===== src/rtl/cart_loader_pkg.sv =====
// cart_loader_pkg: shared types and constants for the cartridge loader
package cart_loader_pkg;
    typedef enum logic [1:0] {HOLD, RUN, LOAD, FLUSH} state_t;
    localparam int CART_AW = 15;
    localparam int CART_MAX = 32768;
    localparam int SIZE_W = $clog2(CART_MAX) + 1;
    localparam logic [7:0] OPEN_BUS = 8'hFF;
endpackage


===== src/rtl/cart_loader_if.sv =====
// cart_loader_if: HPS download, console cart read, cart RAM and status signals
interface cart_loader_if;
    import cart_loader_pkg::*;
    logic                ioctl_download;
    logic [7:0]          ioctl_index;
    logic                ioctl_wr;
    logic [24:0]         ioctl_addr;
    logic [7:0]          ioctl_dout;
    logic                ioctl_wait;
    logic [CART_AW-1:0]  cpu_a;
    logic                cpu_rd;
    logic [7:0]          cpu_d;
    logic                cpu_ack;
    logic [CART_AW-1:0]  mem_a;
    logic                mem_we;
    logic [7:0]          mem_d;
    logic [7:0]          mem_q;
    logic [SIZE_W-1:0]   cart_size;
    logic [CART_AW-1:0]  cart_mask;
    logic                load_err;
    logic                console_reset;
    modport slave (
        input  ioctl_download, ioctl_index, ioctl_wr, ioctl_addr, ioctl_dout, cpu_a, cpu_rd, mem_q,
        output ioctl_wait, cpu_d, cpu_ack, mem_a, mem_we, mem_d, cart_size, cart_mask, load_err, console_reset
    );
    modport master (
        output ioctl_download, ioctl_index, ioctl_wr, ioctl_addr, ioctl_dout, cpu_a, cpu_rd, mem_q,
        input  ioctl_wait, cpu_d, cpu_ack, mem_a, mem_we, mem_d, cart_size, cart_mask, load_err, console_reset
    );
endinterface


===== src/rtl/cart_mask_gen.sv =====
// cart_mask_gen: mirror mask = next power of two >= size, minus one (0 for empty cart)
module cart_mask_gen
    import cart_loader_pkg::*;
(
    input  logic [SIZE_W-1:0]  size,
    output logic [CART_AW-1:0] mask
);
    logic [CART_AW-1:0] s, m1, m2, m3, m4;
    assign s    = CART_AW'(size - SIZE_W'(1));
    assign m1   = s  | (s  >> 1);
    assign m2   = m1 | (m1 >> 2);
    assign m3   = m2 | (m2 >> 4);
    assign m4   = m3 | (m3 >> 8);
    assign mask = size == '0 ? '0 : m4;
endmodule


===== src/rtl/cart_loader.sv =====
// cart_loader: loads a cartridge image from the HPS into cart RAM and serves console reads
module cart_loader
    import cart_loader_pkg::*;
#(
    parameter logic [7:0] CART_IDX = 8'd1,
    parameter int         RST_HOLD = 16
)(
    input  logic clk_sys,
    input  logic reset,
    cart_loader_if.slave bus
);
    state_t             state;
    logic [15:0]        cnt;
    logic [CART_AW-1:0] mask_next;
    logic [SIZE_W-1:0]  addr_end;
    logic               dl, wr_ok, wr_in, wr_bad, rd_mem, to_load;
    logic               p1, p1m, p2, p2m;

    assign dl       = bus.ioctl_download && bus.ioctl_index == CART_IDX;
    assign wr_ok    = state == LOAD && bus.ioctl_wr && !bus.ioctl_wait;
    assign wr_in    = wr_ok && bus.ioctl_addr[24:CART_AW] == '0;
    assign wr_bad   = wr_ok && bus.ioctl_addr[24:CART_AW] != '0;
    assign rd_mem   = bus.cpu_rd && state == RUN && bus.cart_size != '0;
    assign to_load  = dl && (state == RUN || state == HOLD);
    assign addr_end = SIZE_W'(bus.ioctl_addr[CART_AW-1:0]) + SIZE_W'(1);

    cart_mask_gen u_mask (
        .size (bus.cart_size),
        .mask (mask_next)
    );

    // Control FSM, download write path and the shared RAM address port
    always_ff @(posedge clk_sys or posedge reset) begin
        if (reset) begin
            state             <= HOLD;
            cnt               <= 16'(RST_HOLD);
            bus.console_reset <= 1'b1;
            bus.cart_size     <= '0;
            bus.cart_mask     <= '0;
            bus.load_err      <= 1'b0;
            bus.mem_we        <= 1'b0;
            bus.mem_a         <= '0;
            bus.mem_d         <= '0;
            bus.ioctl_wait    <= 1'b0;
        end else begin
            bus.mem_we     <= wr_in;
            bus.ioctl_wait <= (p1m || rd_mem) && (state == LOAD || to_load);
            if (wr_in) begin
                bus.mem_a <= bus.ioctl_addr[CART_AW-1:0];
                bus.mem_d <= bus.ioctl_dout;
                if (addr_end > bus.cart_size)
                    bus.cart_size <= addr_end;
            end else if (bus.cpu_rd && state == RUN)
                bus.mem_a <= bus.cpu_a & bus.cart_mask;
            if (wr_bad)
                bus.load_err <= 1'b1;
            case (state)
                HOLD, RUN: begin
                    if (dl) begin
                        state             <= LOAD;
                        bus.console_reset <= 1'b1;
                        bus.cart_size     <= '0;
                        bus.load_err      <= 1'b0;
                    end else if (state == HOLD) begin
                        cnt <= cnt - 16'd1;
                        if (cnt <= 16'd1) begin
                            state             <= RUN;
                            bus.console_reset <= 1'b0;
                        end
                    end
                end
                LOAD: if (!dl) state <= FLUSH;
                FLUSH: begin
                    bus.cart_mask <= mask_next;
                    cnt           <= 16'(RST_HOLD);
                    state         <= HOLD;
                end
            endcase
        end
    end

    // Two-stage read pipeline; only RUN reads of a loaded cart return RAM data
    always_ff @(posedge clk_sys or posedge reset) begin
        if (reset) begin
            p1          <= 1'b0;
            p1m         <= 1'b0;
            p2          <= 1'b0;
            p2m         <= 1'b0;
            bus.cpu_ack <= 1'b0;
            bus.cpu_d   <= OPEN_BUS;
        end else begin
            p1          <= bus.cpu_rd;
            p1m         <= rd_mem;
            p2          <= p1;
            p2m         <= p1m;
            bus.cpu_ack <= p2;
            if (p2)
                bus.cpu_d <= p2m ? bus.mem_q : OPEN_BUS;
        end
    end
endmodule


===== src/flat_wrapper.sv =====
// flat-port wrapper written by rule: the top's interface ports become plain ports
module cart_loader_flat import cart_loader_pkg::*;
#(
    parameter logic [7:0] CART_IDX = 8'd1,
    parameter int         RST_HOLD = 16
)
  (clk_sys, reset, bus_ioctl_download, bus_ioctl_index, bus_ioctl_wr, bus_ioctl_addr, bus_ioctl_dout, bus_cpu_a, bus_cpu_rd, bus_mem_q, bus_ioctl_wait, bus_cpu_d, bus_cpu_ack, bus_mem_a, bus_mem_we, bus_mem_d, bus_cart_size, bus_cart_mask, bus_load_err, bus_console_reset);
  cart_loader_if bus_i ();
  input  logic clk_sys;
  input  logic reset;
  input wire logic [$bits(bus_i.ioctl_download)-1:0] bus_ioctl_download;
  input wire logic [$bits(bus_i.ioctl_index)-1:0] bus_ioctl_index;
  input wire logic [$bits(bus_i.ioctl_wr)-1:0] bus_ioctl_wr;
  input wire logic [$bits(bus_i.ioctl_addr)-1:0] bus_ioctl_addr;
  input wire logic [$bits(bus_i.ioctl_dout)-1:0] bus_ioctl_dout;
  input wire logic [$bits(bus_i.cpu_a)-1:0] bus_cpu_a;
  input wire logic [$bits(bus_i.cpu_rd)-1:0] bus_cpu_rd;
  input wire logic [$bits(bus_i.mem_q)-1:0] bus_mem_q;
  output wire logic [$bits(bus_i.ioctl_wait)-1:0] bus_ioctl_wait;
  output wire logic [$bits(bus_i.cpu_d)-1:0] bus_cpu_d;
  output wire logic [$bits(bus_i.cpu_ack)-1:0] bus_cpu_ack;
  output wire logic [$bits(bus_i.mem_a)-1:0] bus_mem_a;
  output wire logic [$bits(bus_i.mem_we)-1:0] bus_mem_we;
  output wire logic [$bits(bus_i.mem_d)-1:0] bus_mem_d;
  output wire logic [$bits(bus_i.cart_size)-1:0] bus_cart_size;
  output wire logic [$bits(bus_i.cart_mask)-1:0] bus_cart_mask;
  output wire logic [$bits(bus_i.load_err)-1:0] bus_load_err;
  output wire logic [$bits(bus_i.console_reset)-1:0] bus_console_reset;
  assign bus_i.ioctl_download = bus_ioctl_download;
  assign bus_i.ioctl_index = bus_ioctl_index;
  assign bus_i.ioctl_wr = bus_ioctl_wr;
  assign bus_i.ioctl_addr = bus_ioctl_addr;
  assign bus_i.ioctl_dout = bus_ioctl_dout;
  assign bus_i.cpu_a = bus_cpu_a;
  assign bus_i.cpu_rd = bus_cpu_rd;
  assign bus_i.mem_q = bus_mem_q;
  assign bus_ioctl_wait = bus_i.ioctl_wait;
  assign bus_cpu_d = bus_i.cpu_d;
  assign bus_cpu_ack = bus_i.cpu_ack;
  assign bus_mem_a = bus_i.mem_a;
  assign bus_mem_we = bus_i.mem_we;
  assign bus_mem_d = bus_i.mem_d;
  assign bus_cart_size = bus_i.cart_size;
  assign bus_cart_mask = bus_i.cart_mask;
  assign bus_load_err = bus_i.load_err;
  assign bus_console_reset = bus_i.console_reset;
  cart_loader #(.CART_IDX(CART_IDX), .RST_HOLD(RST_HOLD)) u_core (.clk_sys(clk_sys), .reset(reset), .bus(bus_i));
endmodule

===== config.mk =====
export PLATFORM = sky130hd
export DESIGN_NAME = cart_loader_flat
export DESIGN_NICKNAME = d
export VERILOG_FILES = /design/src/rtl/cart_loader_pkg.sv /design/src/rtl/cart_loader_if.sv /design/src/rtl/cart_mask_gen.sv /design/src/rtl/cart_loader.sv /design/src/flat_wrapper.sv
export SDC_FILE = /design/constraint.sdc
export NUM_CORES = 1
export LEC_CHECK = 0
export ABC_AREA = 1
export ABC_CLOCK_PERIOD_IN_PS = 2300
export BUFFER_PORTS_ARGS = -buffer_cell sky130_fd_sc_hd__buf_2
export CORE_ASPECT_RATIO = 0.9
export CORE_MARGIN = 2
export CORE_UTILIZATION = 49
export DETAILED_ROUTE_END_ITERATION = 10
export GPL_TIMING_DRIVEN = 0
export PLACE_DENSITY = 0.83
export SYNTH_ARGS = -nofsm -noshare
export SYNTH_HDL_FRONTEND = slang
export SYNTH_HIERARCHICAL = 1
export SYNTH_SLANG_ARGS = --single-unit

===== constraint.sdc =====
create_clock -name clk_sys -period 2.3 [get_ports clk_sys]
set_input_delay 0.115 -clock clk_sys [delete_from_list [all_inputs] [get_ports clk_sys]]
set_output_delay 0.115 -clock clk_sys [all_outputs]
set_load 0.02 [all_outputs]

## Word-level counts from Yosys, hierarchy flattened

Cells that the tools add are included.

| operators by class | value |
|---|---|
| add/subtract/negate cells | 3 |
| order comparisons | 2 |
| equality and inequality tests | 9 |
| muxes and demuxes | 22 |
| bitwise gates (word level) | 5 |
| reductions and logical operators | 26 |

Operators with widths:

| operator | number |
|---|---|
| 16-bit 2-to-1 mux | 6 |
| 15-bit 2-to-1 mux | 3 |
| 16-bit one-hot mux with 2 select lines | 1 |
| 15-bit by 1-bit adder with 16-bit output, second input constant | 1 |
| 16-bit greater-than comparator | 1 |
| 16-bit by 1-bit less-or-equal comparator with 1-bit output, second input constant | 1 |
| 16-bit zero test | 1 |
| 16-bit nonzero test | 1 |
| 16-bit by 1-bit subtractor with 16-bit output, second input constant | 1 |
| 15-bit AND | 1 |
| 15-bit by 11-bit OR with 15-bit output | 1 |
| 15-bit by 13-bit OR with 15-bit output | 1 |
| 15-bit by 14-bit OR with 15-bit output | 1 |
| 15-bit by 7-bit OR with 15-bit output | 1 |
| 15-bit by 1-bit subtractor with 15-bit output, second input constant | 1 |
| 10-bit zero test | 1 |
| 10-bit nonzero test | 1 |
| 1-bit logical AND | 9 |
| 3-bit AND reduction | 3 |
| 8-bit by 1-bit equality test with 1-bit output, second input constant | 1 |
| 2-bit 2-to-1 mux | 4 |
| 8-bit 2-to-1 mux | 1 |
| 2-bit nonzero test | 4 |
| 1-bit 2-to-1 mux | 6 |
| other kinds (10) | 15 |

| word-level totals | value |
|---|---|
| bits in registers | 89 |
| input port bits | 69 |

## Logic depth before layout (Yosys ltp)

Gate-level depths: netlist (run 1).

| depth | value |
|---|---|
| depth in word-level cells | 7 |
| mapped depth | 21 |
| mapped depth without buffers | 20 |

## By module

The synthesis (run 1) kept the hierarchy.

Modules (own cells, without submodules):

| module | times used | cells an instance | area an instance (sq um) | sequential area each (sq um) |
|---|---|---|---|---|
| cart_loader | 1 | 651 | 5019.8 | 2239.6 |
| cart_mask_gen | 1 | 145 | 715.7 | 0.0 |

## Worst setup path after synthesis (run 1)

OpenSTA, ideal clock, no wires.

| path | value |
|---|---|
| path kind | input to register |
| start point | input port bus_ioctl_addr[0] |
| end point | register u_core.bus.cart_size[10] |
| library setup time | 117 ps |
| arrival | 2077 ps |
| path slack | 106 ps |
| cell stages on the path | 17 |
| cells stage by stage | ha_1 nand3_1 nor3_1 nand4_1 nand2_1 inv_1 ha_1 nand2_1 nor2_1 nand2_1 inv_1 nand2_1 nand2_1 nand2_4 buf_2 nor2_1 nor2_1 |

| between the ends | value |
|---|---|
| longest elaborated chain between the ends | 6 |

RTL lines:

| item | line | text |
|---|---|---|
| from (decl) | flat_wrapper.sv:14 | `input wire logic [$bits(bus_i.ioctl_addr)-1:0] bus_ioctl_addr;` |
| 15-bit by 1-bit adder with 16-bit output (*) | cart_loader.sv:25 | `assign addr_end = SIZE_W'(bus.ioctl_addr[CART_AW-1:0]) + SIZE_W'(1);` |
| 16-bit greater-than comparator | cart_loader.sv:51 | `if (addr_end > bus.cart_size)` |
| 16-bit 2-to-1 mux (*) | cart_loader.sv:51 |  |
| 16-bit 2-to-1 mux (*) | cart_loader.sv:48 | `if (wr_in) begin` |
| 16-bit 2-to-1 mux | cart_loader.sv:59 | `if (dl) begin` |
| 16-bit 2-to-1 mux (*) | cart_loader.sv:57 | `case (state)` |
| to (signal assigned) | cart_loader.sv:52 | `bus.cart_size <= addr_end;` |
| to (decl) | cart_loader_if.sv:24 | `output ioctl_wait, cpu_d, cpu_ack, mem_a, mem_we, mem_d, cart_size, cart_mask, load_err, console_reset` |

Mark *: on every way between the ends. The rest lies on a longest branch, timed or not.
A chain may end at the register's enable or synchronous reset.

## Worst setup path after layout (run 1)

| path | value |
|---|---|
| start point | input port bus_ioctl_addr[3] |
| end point | register u_core.bus.cart_size[8] |

Same word-level chain as after synthesis.

==> results of run 1 <==
==> power by group <==
group | switching, uW | total, uW | leakage (uW) | internal (uW)
logic | 1340 | 2110 | 0.00261 | 770
registers | 325 | 2270 | 0.00102 | 1950
clock network | 670 | 1420 | 0.000127 | 746
==> tightest hold or removal path, cell delays in order <==
cell and delay, ns:
buf_2 0.10, nor2_1 0.09, a21oi_1 0.07
==> cell usage in the layout (no fill, tap or decap), types with 3 or more instances in the layout <==
master and count:
a21oi_1 21, clkinvlp_4 4, dfrtp_1 79, nor4_1 4, inv_1 88, clkbuf_4 3, dlygate4sd3_1 10, nor2_4 8
o21ai_0 16, nand3_1 54, buf_4 6, clkbuf_1 10, nand2_4 4, nand2_2 8, o31ai_1 4, o21ai_1 9
buf_2 135, nand4_1 30, clkbuf_16 9, nor3_1 6, nand2_1 245, nor2_2 10, ha_1 25, or2_2 4
dfstp_2 10, nand3b_1 6, nor3_2 5, buf_6 5, nor2_1 101, xor2_1 12, o211ai_1 9
==> what timing repair did <==
action                                  CTS  global route
pin swaps                                 0            12
endpoints found under the setup margin   13            14
endpoints found under the hold margin    23             0
buffers inserted                          0             5
gates resized for setup                   9            20
hold buffers                             10             0
cloned                                    0             0
==> per-layer routing <==
metal / routed length, microns / GRT usage [%]
met4: 362 / 9.12
met2: 7040 / 39.7
met5: 0 / 0
met3: 1390 / 5.16
met1: 7330 / 36.8
==> cell usage after synthesis (3+ instances only) <==
master	count
nand2_1	248
nor2_1	108
inv_1	89
dfrtp_1	79
nand3_1	55
nand4_1	30
ha_1	26
a21oi_1	22
o21ai_0	18
xor2_1	12
dfstp_2	10
clkbuf_1	9
o211ai_1	9
nor3_1	7
o21ai_1	7
nand2_2	6
nand3b_1	6
nor2_4	6
buf_2	5
nor2_2	5
nand2_4	4
nor3_2	4
nor4_1	4
o31ai_1	4
or2_2	4
buf_6	3
==> flip-flops by register name (all words and copies together) (netlist names), 2 cells and up <==
register              flops
u_core/bus.cpu_d          8
u_core/bus.mem_a         15
u_core/cnt               16
u_core/bus.cart_mask     15
u_core/state              2
u_core/bus.mem_d          8
u_core/bus.cart_size     16
==> final timing paths <==
check | startpoint | endpoint | cells past startpoint | slack (ns)
min in group asynchronous | reset | u_core/bus.mem_d[0]$_DFFE_PP0P_ | 3 | 0.30
setup reg to reg | u_core/bus.cart_size[7]$_DFF_PP0_ | u_core/bus.cart_size[8]$_DFF_PP0_ | 12 | 0.23
max in group asynchronous | reset | u_core/bus.console_reset$_DFFE_PP1P_ | 5 | 1.18
hold reg to reg | u_core/p1$_DFF_PP0_ | u_core/p2$_DFF_PP0_ | 0 | 0.35
hold / removal | bus_mem_q[3] | u_core/bus.cpu_d[3]$_DFFE_PP1P_ | 3 | 0.02
setup / recovery | bus_ioctl_addr[3] | u_core/bus.cart_size[8]$_DFF_PP0_ | 17 | 0.05
==> cells by family (layout without fill, tap and decap cells) <==
group	count (synthesis)	in the layout	synth area share, %
compound gates	65	65	6.39
xor+xnor	13	13	1.99
fa+ha+maj	26	26	5.67
buf+inv	110	278	7.77
flops	89	89	39.0
simple gates	493	493	39.1
==> per-stage QoR <==
stage                     instance area, sq um  setup slack, ns  cells  utilization (%)
final                                     7170           0.0534   1120             62.7
after floorplan                           5740            0.106    796                -
after detailed placement                  6650           -0.530   1089             58.2
after CTS                                 7060           0.0227   1115             61.7
after global routing                      7170          -0.0520   1120             62.7
after global placement                    6610           -0.459   1087             57.8
==> final cells by class <==
class / count / area, sq um / area share (%)
plain buffers: 19 / 110 / 1.54
clock buffers: 10 / 229 / 3.19
clock inverters: 6 / 51.3 / 0.715
inverters: 91 / 345 / 4.82
multi-input cells: 597 / 3130 / 43.7
flip-flops and latches: 89 / 2240 / 31.2
well taps: 156 / 195 / 2.72
repair buffers: 152 / 867 / 12.1
==> flow_summary.toml, run 1 <==
[status]
status = "finished, final reports clean"

[yosys]
synth-main-ff-cell = "dfrtp_1"
yosysUniqueCellTypes = 39
yosys_register_bits = 89
yosysSeqAreaShare_pct = 39.0
ys_warn_count = 6
syn-cell-area_sq_um = 5740
post_synth_inst_count = 796
synth_fp_nets = 891
synth_top_area_cell = "dfrtp_1"
synthArstFlopShare_pct = 100
synth.area.top_cells = "dfrtp_1, nand2_1, nor2_1"
synth_top_cell_area_share_pct = 34.5
synth-edff-count = 0
synth.avg_cell_area_sq_um = 7.21

[critical_path]
worstPathCellList = "clkbuf_4 > nand2_1 > nor2_2 > nand3b_1 > nor2_2 > nand4_1 > nor2_2 > ha_1 > a21oi_1 > o21ai_1 > a21oi_2 > nand2_4 > nand2_8 > buf_6 > nand2_1 > nand2_1 > nor2_1"
max_stage_delay_ns = 0.29
setup.worst_path.start_class = "input port"
cp.required_ns = 2.54
arrival_ns = 2.48
critPathTopFamily = "simple AND/OR/NAND/NOR gates"
end_kind = "flip-flop"
path_max_fanout = 10
critPathKind = "input port to flip-flop"
critPathBufInv = 2
slowest_stage = "ha_1"

[power_and_ir_drop]
vdd_drop_max_uv = 400
powerDensity_nw_per_um2 = 809
finalPower_uw = 5800
leakage_uw = 0.00376

[layout]
nets = 1054
drive_above_1_share_pct = 23.7
n_fill_cell = 1040
n_antenna_cell = 0
syn_to_final_growth_pct = 25.0

[clock_network]
tritoncts = "built"
cts_buffer_depth = 2
root_buffer = "clkbuf_16"
cts_max_level = 3
cts_buffers = 9
cts_sinks = 89
clk_latency_ns = 0.35
clk_pin_slew_ns = 0.07

[timing]
finalCritPeriodShare_pct = 97.7
setup_viol = 0
tightest_slew_ns = 0.470
hold_ws_ns = 0.0199
fmax_ghz = 0.445
maxSlewHeadroom_pct = 68.6
slew_viol_final = 0
period_needed_ns = 2.25
finalHoldViolations = 0
finalClockSkew_ns = 0.0101
timing.setup.tns_ns = 0

[placement]
place_congestion = 0.936
numPortBuffers = 135
hpwl_mm = 12.1

[grt]
overflow = 0
grt_pass1_vias = 5256
grt_pass1_wl_mm = 26.0
grt_max_degree = 40
antenna_found_initial = 0
grtUsageTotal_pct = 25.9

[detailed_routing]
drt_wl_total_mm = 16.1
vias = 5895
antenna_left = 0
post_drt_wl_per_cell_microns = 14.4
drtPass1Iterations = 6
via_per_inst = 5.26
drtIter0Drc = 536
drc = 0

[floorplanning]
row_count = 37
core-area_sq_um = 11400
chipHeight_microns = 107
start_util_pct = 50.2
dieArea_sq_um = 12600
die_w_microns = 118
io_pins = 136

[hold_path]
hold_class = "input port to flip-flop"

[job]
drv_cap = 0
Power figures use the tool's default switching activity.
==> run 2: changes to the inputs <==
- BUFFER_PORTS_ARGS: -buffer_cell sky130_fd_sc_hd__buf_2 -> not set
- CORE_UTILIZATION: 49 -> 55
- DONT_BUFFER_PORTS: not set -> 1
- PLACE_DENSITY: 0.83 -> 0.79
==> run 2 against run 1 <==
Non-clock buffer count down 109. Clock-buffer cell count down 1. Critical path type unchanged. First-iteration DRC count down 0.93%. Power down 2.7%. Global-route usage up 2.4 points.
==> flow_summary.toml, run 2 (same netlist as run 1, synthesis figures left out) <==
[floorplanning]
core-area_sq_um = 10200
chipHeight_microns = 101
start_util_pct = 56.2
dieArea_sq_um = 11300
row_count = 35
die_w_microns = 112
io_pins = 136

[power_and_ir_drop]
pwr-share-clk_pct = 25.9
powerDensity_nw_per_um2 = 843
power.switching_uw = 2320
swShare_pct = 41.1
pwr-share-seq_pct = 46.3
internal-power_uw = 3320
leakage_uw = 0.00338
power_frac_comb_pct = 27.8
vdd_drop_max_uv = 695
finalPower_uw = 5640

[hold_path]
worstHoldPathCells = 2
hold_start = "bus_ioctl_addr[14]"
hold_end = "u_core/bus.mem_a[14]$_DFFE_PP0P_"
hold_class = "input port to flip-flop"

[clock_network]
post_cts_buffers = 0
clk_pin_slew_ns = 0.08
cts_max_level = 3
root_buffer = "clkbuf_16"
clk_latency_ns = 0.34
cts_buffer_depth = 2
cts_buffers = 9
tritoncts = "built"
cts_sinks = 89

[detailed_routing]
drt_wl_total_mm = 16.3
drtIter0Drc = 531
drtPass1Iterations = 6
drc = 0
post_drt_wl_per_cell_microns = 16.6
antenna_left = 0
vias = 5597
via_per_inst = 5.69

[timing]
rsz0062_at_grt = "no"
setup_viol = 0
finalCritPeriodShare_pct = 93.0
fmax_ghz = 0.467
period_needed_ns = 2.14
slew_viol_final = 0
maxSlewHeadroom_pct = 53.6
finalClockSkew_ns = 0.0143
finalHoldViolations = 0
tightest_slew_ns = 0.694

[layout]
layout_common_cells = "nand2_1, nor2_1, inv_1"
reg.largest.list = "u_core/bus.cart_size (16), u_core/cnt (16)"
design_area_sq_um = 6700
layout_commonest_cell = "nand2_1"
n_antenna_cell = 0
nets = 945
drive_above_1_share_pct = 11.1
syn_to_final_growth_pct = 16.8
n_fill_cell = 848

[grt]
grt_max_degree = 33
antenna_found_initial = 0
grt_pass1_vias = 5204
grt_pass1_wl_mm = 25.4
grtUsageTotal_pct = 28.3
overflow = 0

[critical_path]
reg2reg_depth = 14
critPathKind = "input port to flip-flop"
cp.required_ns = 2.54
r2r-start = "u_core/bus.cart_size[3]$_DFF_PP0_"
rrSetupSlack_ns = 0.17
r2r-end = "u_core/bus.cart_size[2]$_DFF_PP0_"
path_max_fanout = 10
arrival_ns = 2.38
end_kind = "flip-flop"
setup.worst_path.start_class = "input port"

[placement]
place_area_sq_um = 5940
hpwl_mm = 12.0
place_congestion = 0.952
numPortBuffers = 0

[status]
status = "finished, final reports clean"

[job]
drv_cap = 0
## run 2: final cells by class
type                       count  area, sq um  area share [%]
buffer                        19          106            1.59
clock buffer                   9          225            3.36
clock inverter                 7         73.8            1.10
inverter                      91          345            5.16
multi-input combinational    597         3080            46.0
sequential                    89         2250            33.7
tap                          129          161            2.41
timing repair buffer          43          450            6.72
## run 2: repair_timing
item,CTS,global route
endpoints found under the hold margin,57,0
resized for setup,3,21
pin swaps,0,1
hold buffers,41,0
cloned,0,0
endpoints found under the setup margin,1,22
## run 2: per-stage QoR
stage | std cells | hold WS [ns] | utilization (%) | worst slack (ns) | TNS, ns
final | 984 | 0.0303 | 65.7 | 0.161 | 0
after global routing | 984 | 0.0332 | 65.7 | 0.0277 | 0
after CTS | 984 | 0.00552 | 65.2 | 0.00218 | 0
after detailed placement | 927 | 0.116 | 58.2 | -0.324 | -3.44
after global placement | 925 | 0.147 | 57.8 | -0.219 | -2.50
after floorplan | 796 | 0.146 | - | 0.106 | 0
## run 2: power by group through the flow
stage	combinational, uW	clock (uW)	sequential, uW
after CTS	1540	1480	2600
after detailed placement	1480	0	2630
after floorplan	1180	0	2500
final	1570	1460	2610
after global placement	1390	0	2620
after global routing	1770	1550	2650
## run 2: how the worst max path moves through the flow
stage / start / endpoint / slack [ns] / depth (start not counted)
floorplan: bus_ioctl_addr[0] / u_core/bus.cart_size[10]$_DFF_PP0_ / 0.11 / 17
global placement: bus_ioctl_addr[0] / u_core/bus.cart_size[11]$_DFF_PP0_ / -0.22 / 19
detailed placement: bus_ioctl_addr[0] / u_core/bus.cart_size[2]$_DFF_PP0_ / -0.32 / 19
CTS: u_core/bus.cart_size[4]$_DFF_PP0_ / u_core/bus.cart_size[2]$_DFF_PP0_ / 0.002 / 12
global route: bus_ioctl_addr[0] / u_core/bus.cart_size[2]$_DFF_PP0_ / 0.03 / 19
finish: bus_ioctl_addr[0] / u_core/bus.cart_size[2]$_DFF_PP0_ / 0.16 / 19
## run 2: worst max-delay path, cell delays in order
cell and delay, ns:
ha_1 0.18, nand3_2 0.13, nor2_1 0.11, inv_1 0.07, nor2_2 0.11, nand3_1 0.11, o21ai_1 0.16, inv_1 0.08
ha_1 0.27, nand2_1 0.07, nor2_2 0.17, nand2_2 0.08, inv_1 0.06, nand2_1 0.08, nand2_4 0.11, nand2_4 0.10
buf_4 0.20, nor2_1 0.13, nor2_1 0.07
## run 2: metal layers
metal,track usage (%),vias to the layer above,share of wire [%]
met1,37.3,2583,42
met5,0,-,0
met2,46.2,304,46
met4,9.21,0,2.3
met3,7.04,44,10
li1,-,2666,-
